## src/rtl/alu_pkg.sv

```systemverilog
// Shared encodings for the multi-cycle ALU: op codes, flag bit positions and FSM states.
package alu_pkg;

    typedef enum logic [2:0] {
        ALU_ADD  = 3'b000,
        ALU_SUB  = 3'b001,
        ALU_AND  = 3'b010,
        ALU_OR   = 3'b011,
        ALU_XOR  = 3'b100,
        ALU_MUL  = 3'b101,
        ALU_UDIV = 3'b110,
        ALU_UREM = 3'b111
    } alu_op_e;

    localparam int FLAG_N = 3;
    localparam int FLAG_Z = 2;
    localparam int FLAG_C = 1;
    localparam int FLAG_V = 0;

    typedef enum logic [1:0] {
        ST_IDLE = 2'd0,
        ST_CALC = 2'd1,
        ST_DONE = 2'd2
    } alu_state_e;

    function automatic logic is_iterative(input alu_op_e op);
        return (op == ALU_MUL) || (op == ALU_UDIV) || (op == ALU_UREM);
    endfunction

endpackage

```

## src/rtl/alu_muldiv_iter.sv

```systemverilog
// Iterative shift-add multiplier and restoring divider, BITS_PER_CYCLE bits per step.
module alu_muldiv_iter
    import alu_pkg::*;
#(
    parameter int WIDTH          = 32,
    parameter int BITS_PER_CYCLE = 1
) (
    input  logic             clk,
    input  logic             reset_n,
    input  logic             start,
    input  alu_op_e          op,
    input  logic [WIDTH-1:0] a,
    input  logic [WIDTH-1:0] b,
    output logic             done,
    output logic [WIDTH-1:0] result
);

    localparam int STEPS = WIDTH / BITS_PER_CYCLE;
    localparam int CW    = (STEPS > 1) ? $clog2(STEPS) : 1;

    logic             busy;
    logic             is_mul;
    logic             is_rem;
    logic [CW-1:0]    count;
    // acc: product (MUL) or partial remainder (DIV); opx: multiplicand or dividend/quotient;
    // opy: multiplier or divisor.
    logic [WIDTH:0]   acc, acc_nxt;
    logic [WIDTH-1:0] opx, opx_nxt;
    logic [WIDTH-1:0] opy, opy_nxt;

    always_comb begin
        acc_nxt = acc;
        opx_nxt = opx;
        opy_nxt = opy;
        for (int i = 0; i < BITS_PER_CYCLE; i++) begin
            if (is_mul) begin
                if (opy_nxt[0]) begin
                    acc_nxt = {1'b0, acc_nxt[WIDTH-1:0] + opx_nxt};
                end
                opx_nxt = opx_nxt << 1;
                opy_nxt = opy_nxt >> 1;
            end else begin
                // A zero divisor always "fits", giving an all-ones quotient and remainder == dividend.
                acc_nxt = {acc_nxt[WIDTH-1:0], opx_nxt[WIDTH-1]};
                opx_nxt = opx_nxt << 1;
                if (acc_nxt >= {1'b0, opy_nxt}) begin
                    acc_nxt    = acc_nxt - {1'b0, opy_nxt};
                    opx_nxt[0] = 1'b1;
                end
            end
        end
    end

    assign done   = busy && (count == CW'(STEPS - 1));
    assign result = (is_mul || is_rem) ? acc_nxt[WIDTH-1:0] : opx_nxt;

    always_ff @(posedge clk or negedge reset_n) begin
        if (!reset_n) begin
            busy   <= 1'b0;
            is_mul <= 1'b0;
            is_rem <= 1'b0;
            count  <= '0;
            acc    <= '0;
            opx    <= '0;
            opy    <= '0;
        end else if (start) begin
            busy   <= 1'b1;
            is_mul <= (op == ALU_MUL);
            is_rem <= (op == ALU_UREM);
            count  <= '0;
            acc    <= '0;
            opx    <= a;
            opy    <= b;
        end else if (busy) begin
            acc   <= acc_nxt;
            opx   <= opx_nxt;
            opy   <= opy_nxt;
            count <= done ? '0 : count + 1'b1;
            if (done) begin
                busy <= 1'b0;
            end
        end
    end

endmodule

```

## src/rtl/alu_mc.sv

```systemverilog
// Multi-cycle ALU top: handshake FSM, single-step ops, flag generation and output registers.
module alu_mc
    import alu_pkg::*;
#(
    parameter int WIDTH          = 32,
    parameter int BITS_PER_CYCLE = 1
) (
    input  logic             clk,
    input  logic             reset_n,
    input  logic             in_valid,
    output logic             in_ready,
    input  logic [WIDTH-1:0] src_a,
    input  logic [WIDTH-1:0] src_b,
    input  logic [2:0]       alu_control,
    output logic             out_valid,
    input  logic             out_ready,
    output logic [WIDTH-1:0] alu_result,
    output logic [3:0]       alu_flags,
    output logic             div_by_zero
);

    alu_state_e       state, state_nxt;
    alu_op_e          op;
    logic             accept;
    logic             op_iter;
    logic             div_q;
    logic             b_zero_q;
    logic             iter_done;
    logic [WIDTH-1:0] iter_result;
    logic [WIDTH-1:0] single_res;
    logic [3:0]       single_flags;
    logic [WIDTH-1:0] b_eff;
    logic [WIDTH:0]   sum_ext;

    assign op      = alu_op_e'(alu_control);
    assign op_iter = is_iterative(op);
    assign accept  = in_valid && (state == ST_IDLE);

    alu_muldiv_iter #(
        .WIDTH          (WIDTH),
        .BITS_PER_CYCLE (BITS_PER_CYCLE)
    ) u_muldiv (
        .clk     (clk),
        .reset_n (reset_n),
        .start   (accept && op_iter),
        .op      (op),
        .a       (src_a),
        .b       (src_b),
        .done    (iter_done),
        .result  (iter_result)
    );

    always_ff @(posedge clk or negedge reset_n) begin
        if (!reset_n) begin
            state <= ST_IDLE;
        end else begin
            state <= state_nxt;
        end
    end

    always_comb begin
        state_nxt = state;
        case (state)
            ST_IDLE: if (in_valid) state_nxt = op_iter ? ST_CALC : ST_DONE;
            ST_CALC: if (iter_done) state_nxt = ST_DONE;
            ST_DONE: if (out_ready) state_nxt = ST_IDLE;
            default: state_nxt = ST_IDLE;
        endcase
    end

    always_comb begin
        in_ready  = (state == ST_IDLE);
        out_valid = (state == ST_DONE);
    end

    // SUB reuses the adder as a + ~b + 1, so C is the ARM-style "no borrow" carry.
    always_comb begin
        b_eff        = (op == ALU_SUB) ? ~src_b : src_b;
        sum_ext      = {1'b0, src_a} + {1'b0, b_eff} + {{WIDTH{1'b0}}, (op == ALU_SUB)};
        single_res   = '0;
        single_flags = '0;
        case (op)
            ALU_ADD, ALU_SUB: begin
                single_res           = sum_ext[WIDTH-1:0];
                single_flags[FLAG_C] = sum_ext[WIDTH];
                single_flags[FLAG_V] = (src_a[WIDTH-1] == b_eff[WIDTH-1]) &&
                                       (sum_ext[WIDTH-1] != src_a[WIDTH-1]);
            end
            ALU_AND: single_res = src_a & src_b;
            ALU_OR:  single_res = src_a | src_b;
            ALU_XOR: single_res = src_a ^ src_b;
            default: single_res = '0;
        endcase
        single_flags[FLAG_N] = single_res[WIDTH-1];
        single_flags[FLAG_Z] = (single_res == '0);
    end

    always_ff @(posedge clk or negedge reset_n) begin
        if (!reset_n) begin
            alu_result  <= '0;
            alu_flags   <= '0;
            div_by_zero <= 1'b0;
            div_q       <= 1'b0;
            b_zero_q    <= 1'b0;
        end else if (accept && !op_iter) begin
            alu_result  <= single_res;
            alu_flags   <= single_flags;
            div_by_zero <= 1'b0;
        end else if (accept) begin
            div_q    <= (op != ALU_MUL);
            b_zero_q <= (src_b == '0);
        end else if ((state == ST_CALC) && iter_done) begin
            alu_result          <= iter_result;
            alu_flags           <= '0;
            alu_flags[FLAG_N]   <= iter_result[WIDTH-1];
            alu_flags[FLAG_Z]   <= (iter_result == '0);
            div_by_zero         <= div_q && b_zero_q;
        end
    end

endmodule
```

## config.mk

```make
export PLATFORM = sky130hd
export DESIGN_NAME = alu_mc
export DESIGN_NICKNAME = d
export VERILOG_FILES = /design/src/rtl/alu_pkg.sv /design/src/rtl/alu_muldiv_iter.sv /design/src/rtl/alu_mc.sv
export SDC_FILE = /design/constraint.sdc
export NUM_CORES = 1
export LEC_CHECK = 0
export ABC_AREA = 0
export CORE_MARGIN = 5
export CORE_UTILIZATION = 50
export DETAILED_ROUTE_END_ITERATION = 8
export PLACE_DENSITY_LB_ADDON = 0.05
export SLEW_MARGIN = 20
export SYNTH_ARGS = -nofsm -noshare
export SYNTH_HDL_FRONTEND = slang
export SYNTH_HIERARCHICAL = 1
export SYNTH_SLANG_ARGS = --single-unit
```

## constraint.sdc

```tcl
create_clock -name clk -period 8.9 [get_ports clk]
set_clock_uncertainty 0.15 [all_clocks]
set_input_delay 2.225 -clock clk [delete_from_list [all_inputs] [get_ports clk]]
set_output_delay 2.225 -clock clk [all_outputs]
set_load 0.02 [all_outputs]
```

**After elaboration in Yosys (flattened, before gate mapping)**

Index checks and enable logic that the tools add are counted.

- Output and inout bits: 39
- Logic and storage cells: 101
- Register bits after elaboration: 145
- Input bits: 71

- Reductions and logical operators: 24
- Bitwise operators: 5
- $add $sub $neg: 5
- $lt $le $gt $ge: 1
- Mux-type cells: 36
- Eq/ne operators: 17

Operators by type and width:

| operator | number |
|---|---|
| 32-bit two-way mux | 15 |
| 32-bit one-hot mux with 4 select lines | 1 |
| 32-bit zero test | 3 |
| 32-bit by 32-bit adder with 33-bit output | 1 |
| 33-bit by 1-bit adder with 33-bit output | 1 |
| 33-bit by 32-bit >= comparator with 1-bit output | 1 |
| 32-bit adder | 1 |
| 32-bit bitwise AND | 1 |
| 32-bit NOT | 1 |
| 32-bit bitwise OR | 1 |
| 32-bit subtractor | 1 |
| 32-bit bitwise XOR | 1 |
| 5-bit two-way mux | 3 |
| 3-bit equality test (second input constant) | 4 |
| 4-bit two-way mux | 3 |
| 2-bit two-way mux | 5 |
| 1-bit two-way mux | 8 |
| 1-bit logical AND | 7 |
| 3-bit by 2-bit equality test with 1-bit output (second input constant) | 2 |
| 2-bit one-hot mux with 3 select lines | 1 |
| 2-bit AND reduction | 3 |
| 2-bit nonzero test | 3 |
| 5-bit by 1-bit adder with 5-bit output (second input constant) | 1 |
| 5-bit equality test (second input constant) | 1 |
| 15 further kinds | 19 |

**Depth between registers and ports, before layout**

- Depth after elaboration: 8
- Gate-level depth with buffers: 19

**Cells and area by module**

The synthesis kept the hierarchy.

Modules (own cells, without submodules):

| module | area each (um^2) | cells each | times used | seq. area each (um^2) |
|---|---|---|---|---|
| alu_muldiv_iter | 9574.2 | 1201 | 1 | 2602.5 |
| alu_mc | 6067.1 | 833 | 1 | 1001.0 |

**Worst setup path after synthesis**

Ideal clock, no wire load.

- Kind: input to register
- Start: input alu_control[1]
- End: register alu_flags[2]
- Slack: 2.234 ns
- Data required time: 8.646 ns
- Path buffers: 5
- Stages on the path: 19
- Data arrival time: 6.412 ns
- Path through: or2_2 -> clkbuf_1 -> clkbuf_1 -> buf_2 -> nor2_1 -> buf_1 -> xnor2_1 -> ha_1 -> clkbuf_1 -> a21oi_1 -> a21oi_1 -> nor2b_1 -> nor2_1 -> and3b_1 -> a31oi_1 -> xnor2_1 -> o21ai_0 -> or4_1 -> o41ai_2

- Word-level cells in the longest chain between the ends: 7
- Elaborated cells on any way between the ends: 22

Ends and longest elaborated chain:

| item | RTL line | source |
|---|---|---|
| from (decl) | alu_mc.sv:14 | `input logic [2:0] alu_control,` |
| 3-bit by 1-bit equality test with 1-bit output / 3-bit equality test (equally long branches) | n/a |  |
| 32-bit two-way mux / 1-bit logical OR (equally long branches) | alu_mc.sv:78, alu_pkg.sv:27 |  |
| 32-bit by 32-bit adder with 33-bit output / 1-bit logical OR (equally long branches) | alu_mc.sv:79, alu_pkg.sv:27 |  |
| 33-bit by 1-bit adder with 33-bit output / 1-bit zero test (equally long branches) | alu_mc.sv:79, alu_mc.sv:105 |  |
| 32-bit one-hot mux with 4 select lines / 1-bit logical AND (equally long branches) | alu_mc.sv:82, alu_mc.sv:105 |  |
| 32-bit zero test, or another cell as far along | alu_mc.sv:95 | `single_flags[FLAG_Z] = (single_res == '0);` |
| 4-bit two-way mux / 2-bit AND reduction (equally long branches) | n/a |  |
| to (signal assigned) | alu_mc.sv:107 | `alu_flags <= single_flags;` |
| to (signal, indexed assignment) | alu_mc.sv:115 | `alu_flags[FLAG_N] <= iter_result[WIDTH-1];` |
| to (signal, indexed assignment) | alu_mc.sv:116 | `alu_flags[FLAG_Z] <= (iter_result == '0);` |
| to (decl) | alu_mc.sv:18 | `output logic [3:0] alu_flags,` |

Several ways; a longest one is shown, not always the timed one.
A chain may end at the register's enable or synchronous reset.

**Final worst setup path**

- Start: input alu_control[2]
- End: register alu_flags[2]

The elaborated chain is that of the path after synthesis.

==> impl_metrics.yaml <==
setup_path:
  reg2reg_to: "alu_flags[2]$_DFFE_PN0P_"
  startpoint: "alu_control[2]"
  reg2reg_depth: 16
  cpPeakStageDelay_ns: 0.56
  critPathMaxFanout: 24
  critPathSlowestCell: "or4_1"
  crit_buf_inv: 3
  crit_family: "simple AND/OR/NAND/NOR gates"
  arrival_ns: 7.53
  cp_cell_sequence: "clkdlybuf4s50_1 > buf_4 > or2_2 > nor2_4 > buf_4 > xnor2_1 > ha_1 > nand4_1 > a2111oi_0 > o21ai_1 > nand3_1 > xor2_1 > a221oi_1 > nand4_1 > or4_1 > o41ai_2"
  cp-end-kind: "register"
  critPathKind: "in2reg"
  reg2reg_from: "u_muldiv/opy[0]$_DFFE_PN0P_"
  critPathLaunchType: "primary input"
  rrSetupSlack_ns: 3.54
  cp.required_ns: 9.08
synth:
  yosysTopAreaCellShare_pct: 23.0
  synth.most_common_cell: "nand2_1"
  synth.cell_area_sq_um: 15600
  synth_cell_types: 95
  yosysTopAreaCell: "dfrtp_1"
  ys_ff_latch: 144
  ys_seq_area_share_pct: 23.0
  syn_avg_cell_area_sq_um: 7.69
  synth_area_leaders: "dfrtp_1 23%, ha_1 13%, nand2_1 6.4%"
  synthTopCellsByCount: "266 x nand2_1, 184 x o21ai_0, 163 x ha_1"
  syn_inst: 2034
  synthArstFlopShare_pct: 100
  synthFlopType: "dfrtp_1"
  synth_warnings: 6
  synth-edff-count: 0
  syn_nets: 2271
drt:
  first_iter_violations: 1454
  wl_per_cell_um: 21.9
  viasPerCell: 6.22
  vias: 15400
  dr.pass1.iters: 6
  remaining_drc_errors: 0
  drtAntennaViolNets: 0
  wirelength_um: 54300
clock_tree:
  clockBufferDepth: 2
  cts_made_buffers: 17
  tritoncts: "done"
  root_buffer: "clkbuf_16"
  numClockSinks: 144
  postCtsSetupBuffers: 0
  post_cts_resized: 0
  clkTransAtPathRegs_ns: 0.06
  h-tree-depth: 4
  clk-insertion-delay-late_ns: 0.44
  ctsHoldBuffers: 0
power:
  powerDensity_nw_per_um2: 433
  p_leak_uw: 0.00777
  peakVddDrop_uv: 206
  power_uw: 7620
timing:
  drv_slew: 0
  rsz0062_at_grt: "false"
  hold_ws_ns: 0.343
  clock.fmax_mhz: 136
  layout_min_cycle_time_ns: 7.35
  final_min_period_over_clock_period_pct: 82.6
  max_slew.worst_pin.slew_ns: 1.01
  hold_violations: 0
  maxSlewHeadroom_pct: 32.8
  setup_viol: 0
  setup-tns-final_ns: 0
floorplan:
  die_area_sq_um: 34900
  initial_core_util_pct: 50.9
  rows: 64
  die_x_um: 187
  io_pins: 110
  fp.dieH_um: 187
  coreArea_sq_um: 30700
placement:
  portBuffers: 109
  routabilityCongestion: 0.938
  dpl.cell_count: 2449
  dpl_cell_area_sq_um: 17000
  hpwl_um: 43200
global_route:
  grt_pass1_wl_um: 84300
  grt_max_degree: 89
  first_global_vias: 14600
  grt_overflow: 0
  antenna_found_initial: 0
  grt_usage_pct: 30.2
min_path:
  hold_path_depth: 2
  hold_path.class: "reg2reg"
  min_from: "alu_flags[1]$_DFFE_PN0P_"
  hold-path-endpoint: "alu_flags[1]$_DFFE_PN0P_"
final_layout:
  nFillCells: 2977
  syn_to_final_growth_pct: 12.5
  instances_no_fill: 2481
  nNetsFinal: 2309
  final_cell_area_sq_um: 17600
  layout-drive-gt1-share_pct: 4.94
  diodes: 0
run_status:
  status: "finished clean"
flow_run:
  drv_cap: 0
[area by class of cell]
type                            count  area, sq um  area share (%)
Clock buffer                       19          443            2.52
Clock inverter                     13          178            1.01
Inverter                          141          532            3.02
Multi-Input combinational cell   1639        11100            63.1
Sequential cell                   144         3600            20.5
Tap cell                          396          495            2.82
Timing Repair Buffer              129         1240            7.03
[worst max-delay path by stage]
stage / depth (start not counted) / slack (ns) / endpoint
after floorplan: 19 / 2.23 / alu_flags[2]$_DFFE_PN0P_
after global placement: 16 / 1.24 / alu_flags[2]$_DFFE_PN0P_
after detailed placement: 16 / 1.12 / alu_flags[2]$_DFFE_PN0P_
after CTS: 16 / 1.55 / alu_flags[2]$_DFFE_PN0P_
after global routing: 17 / 1.35 / alu_flags[2]$_DFFE_PN0P_
final: 16 / 1.55 / alu_flags[2]$_DFFE_PN0P_
[sequential cells by signal, summed over array words and instances, names as in the netlist]
| signal | cells |
|---|---|
| alu_flags | 3 |
| alu_result | 32 |
| b_zero_q | 1 |
| div_by_zero | 1 |
| div_q | 1 |
| state | 2 |
| u_muldiv/acc | 32 |
| u_muldiv/busy | 1 |
| u_muldiv/count | 5 |
| u_muldiv/is_mul | 1 |
| u_muldiv/is_rem | 1 |
| u_muldiv/opx | 32 |
| u_muldiv/opy | 32 |
[kinds of logic (layout without fill, tap and decap cells)]
group	Yosys count	after routing	share of synthesized area (%)
compound gates	643	643	26.5
simple gates	627	627	18.4
buf+inv	251	302	6.17
fa+ha+maj	166	166	13.4
flops	144	144	23.0
mux	113	113	7.40
xor+xnor	90	90	5.04
[power by group]
| part | leakage [uW] | internal [uW] | switching [uW] |
|---|---|---|---|
| registers | 0.00178 | 990 | 412 |
| clock network | 0.000291 | 455 | 311 |
| logic | 0.00570 | 2170 | 3280 |
[routing by layer]
metal / global-route usage (%) / vias to the layer above / part of all wire [%]
li1: - / 7459 / -
met1: 46.2 / 7323 / 49
met2: 44.7 / 582 / 42
met3: 3.53 / 75 / 6.6
met4: 9.39 / 0 / 2.8
met5: 0 / - / 0
[per-stage QoR]
step | util, % | setup slack [ns]
after floorplan | - | 2.23
after global placement | 55.2 | 1.24
after detailed placement | 55.2 | 1.12
after CTS | 57.2 | 1.55
after global routing | 57.2 | 1.35
final | 57.2 | 1.55
[tightest hold or removal path: cells and delay by family (launching register included)]
kind | cells | cell delay, ns
flip-flops | 1 | 0.34
AO/OA/AOI/OAI | 1 | 0.06
AND/OR/NAND/NOR | 1 | 0.06
[cells in the final DEF (no fill, tap or decap), drive strengths merged, types with 6 or more instances in the layout]
cell	instances
a211o	6
a211oi	47
a21o	29
a21oi	160
a221oi	13
a22o	8
a22oi	9
a31oi	34
and2	9
and3	23
buf	22
clkbuf	19
clkdlybuf4s50	107
dfrtp	144
ha	163
inv	145
mux2	21
mux2i	92
nand2	266
nand2b	15
nand3	33
nand4	26
nor2	147
nor2b	19
nor3	31
nor4	25
o211ai	12
o21a	9
o21ai	206
o21bai	9
o221ai	8
o22ai	9
o311ai	6
o31ai	13
o41ai	6
or3	12
xnor2	65
xor2	25
Power figures use the tool's default switching activity.
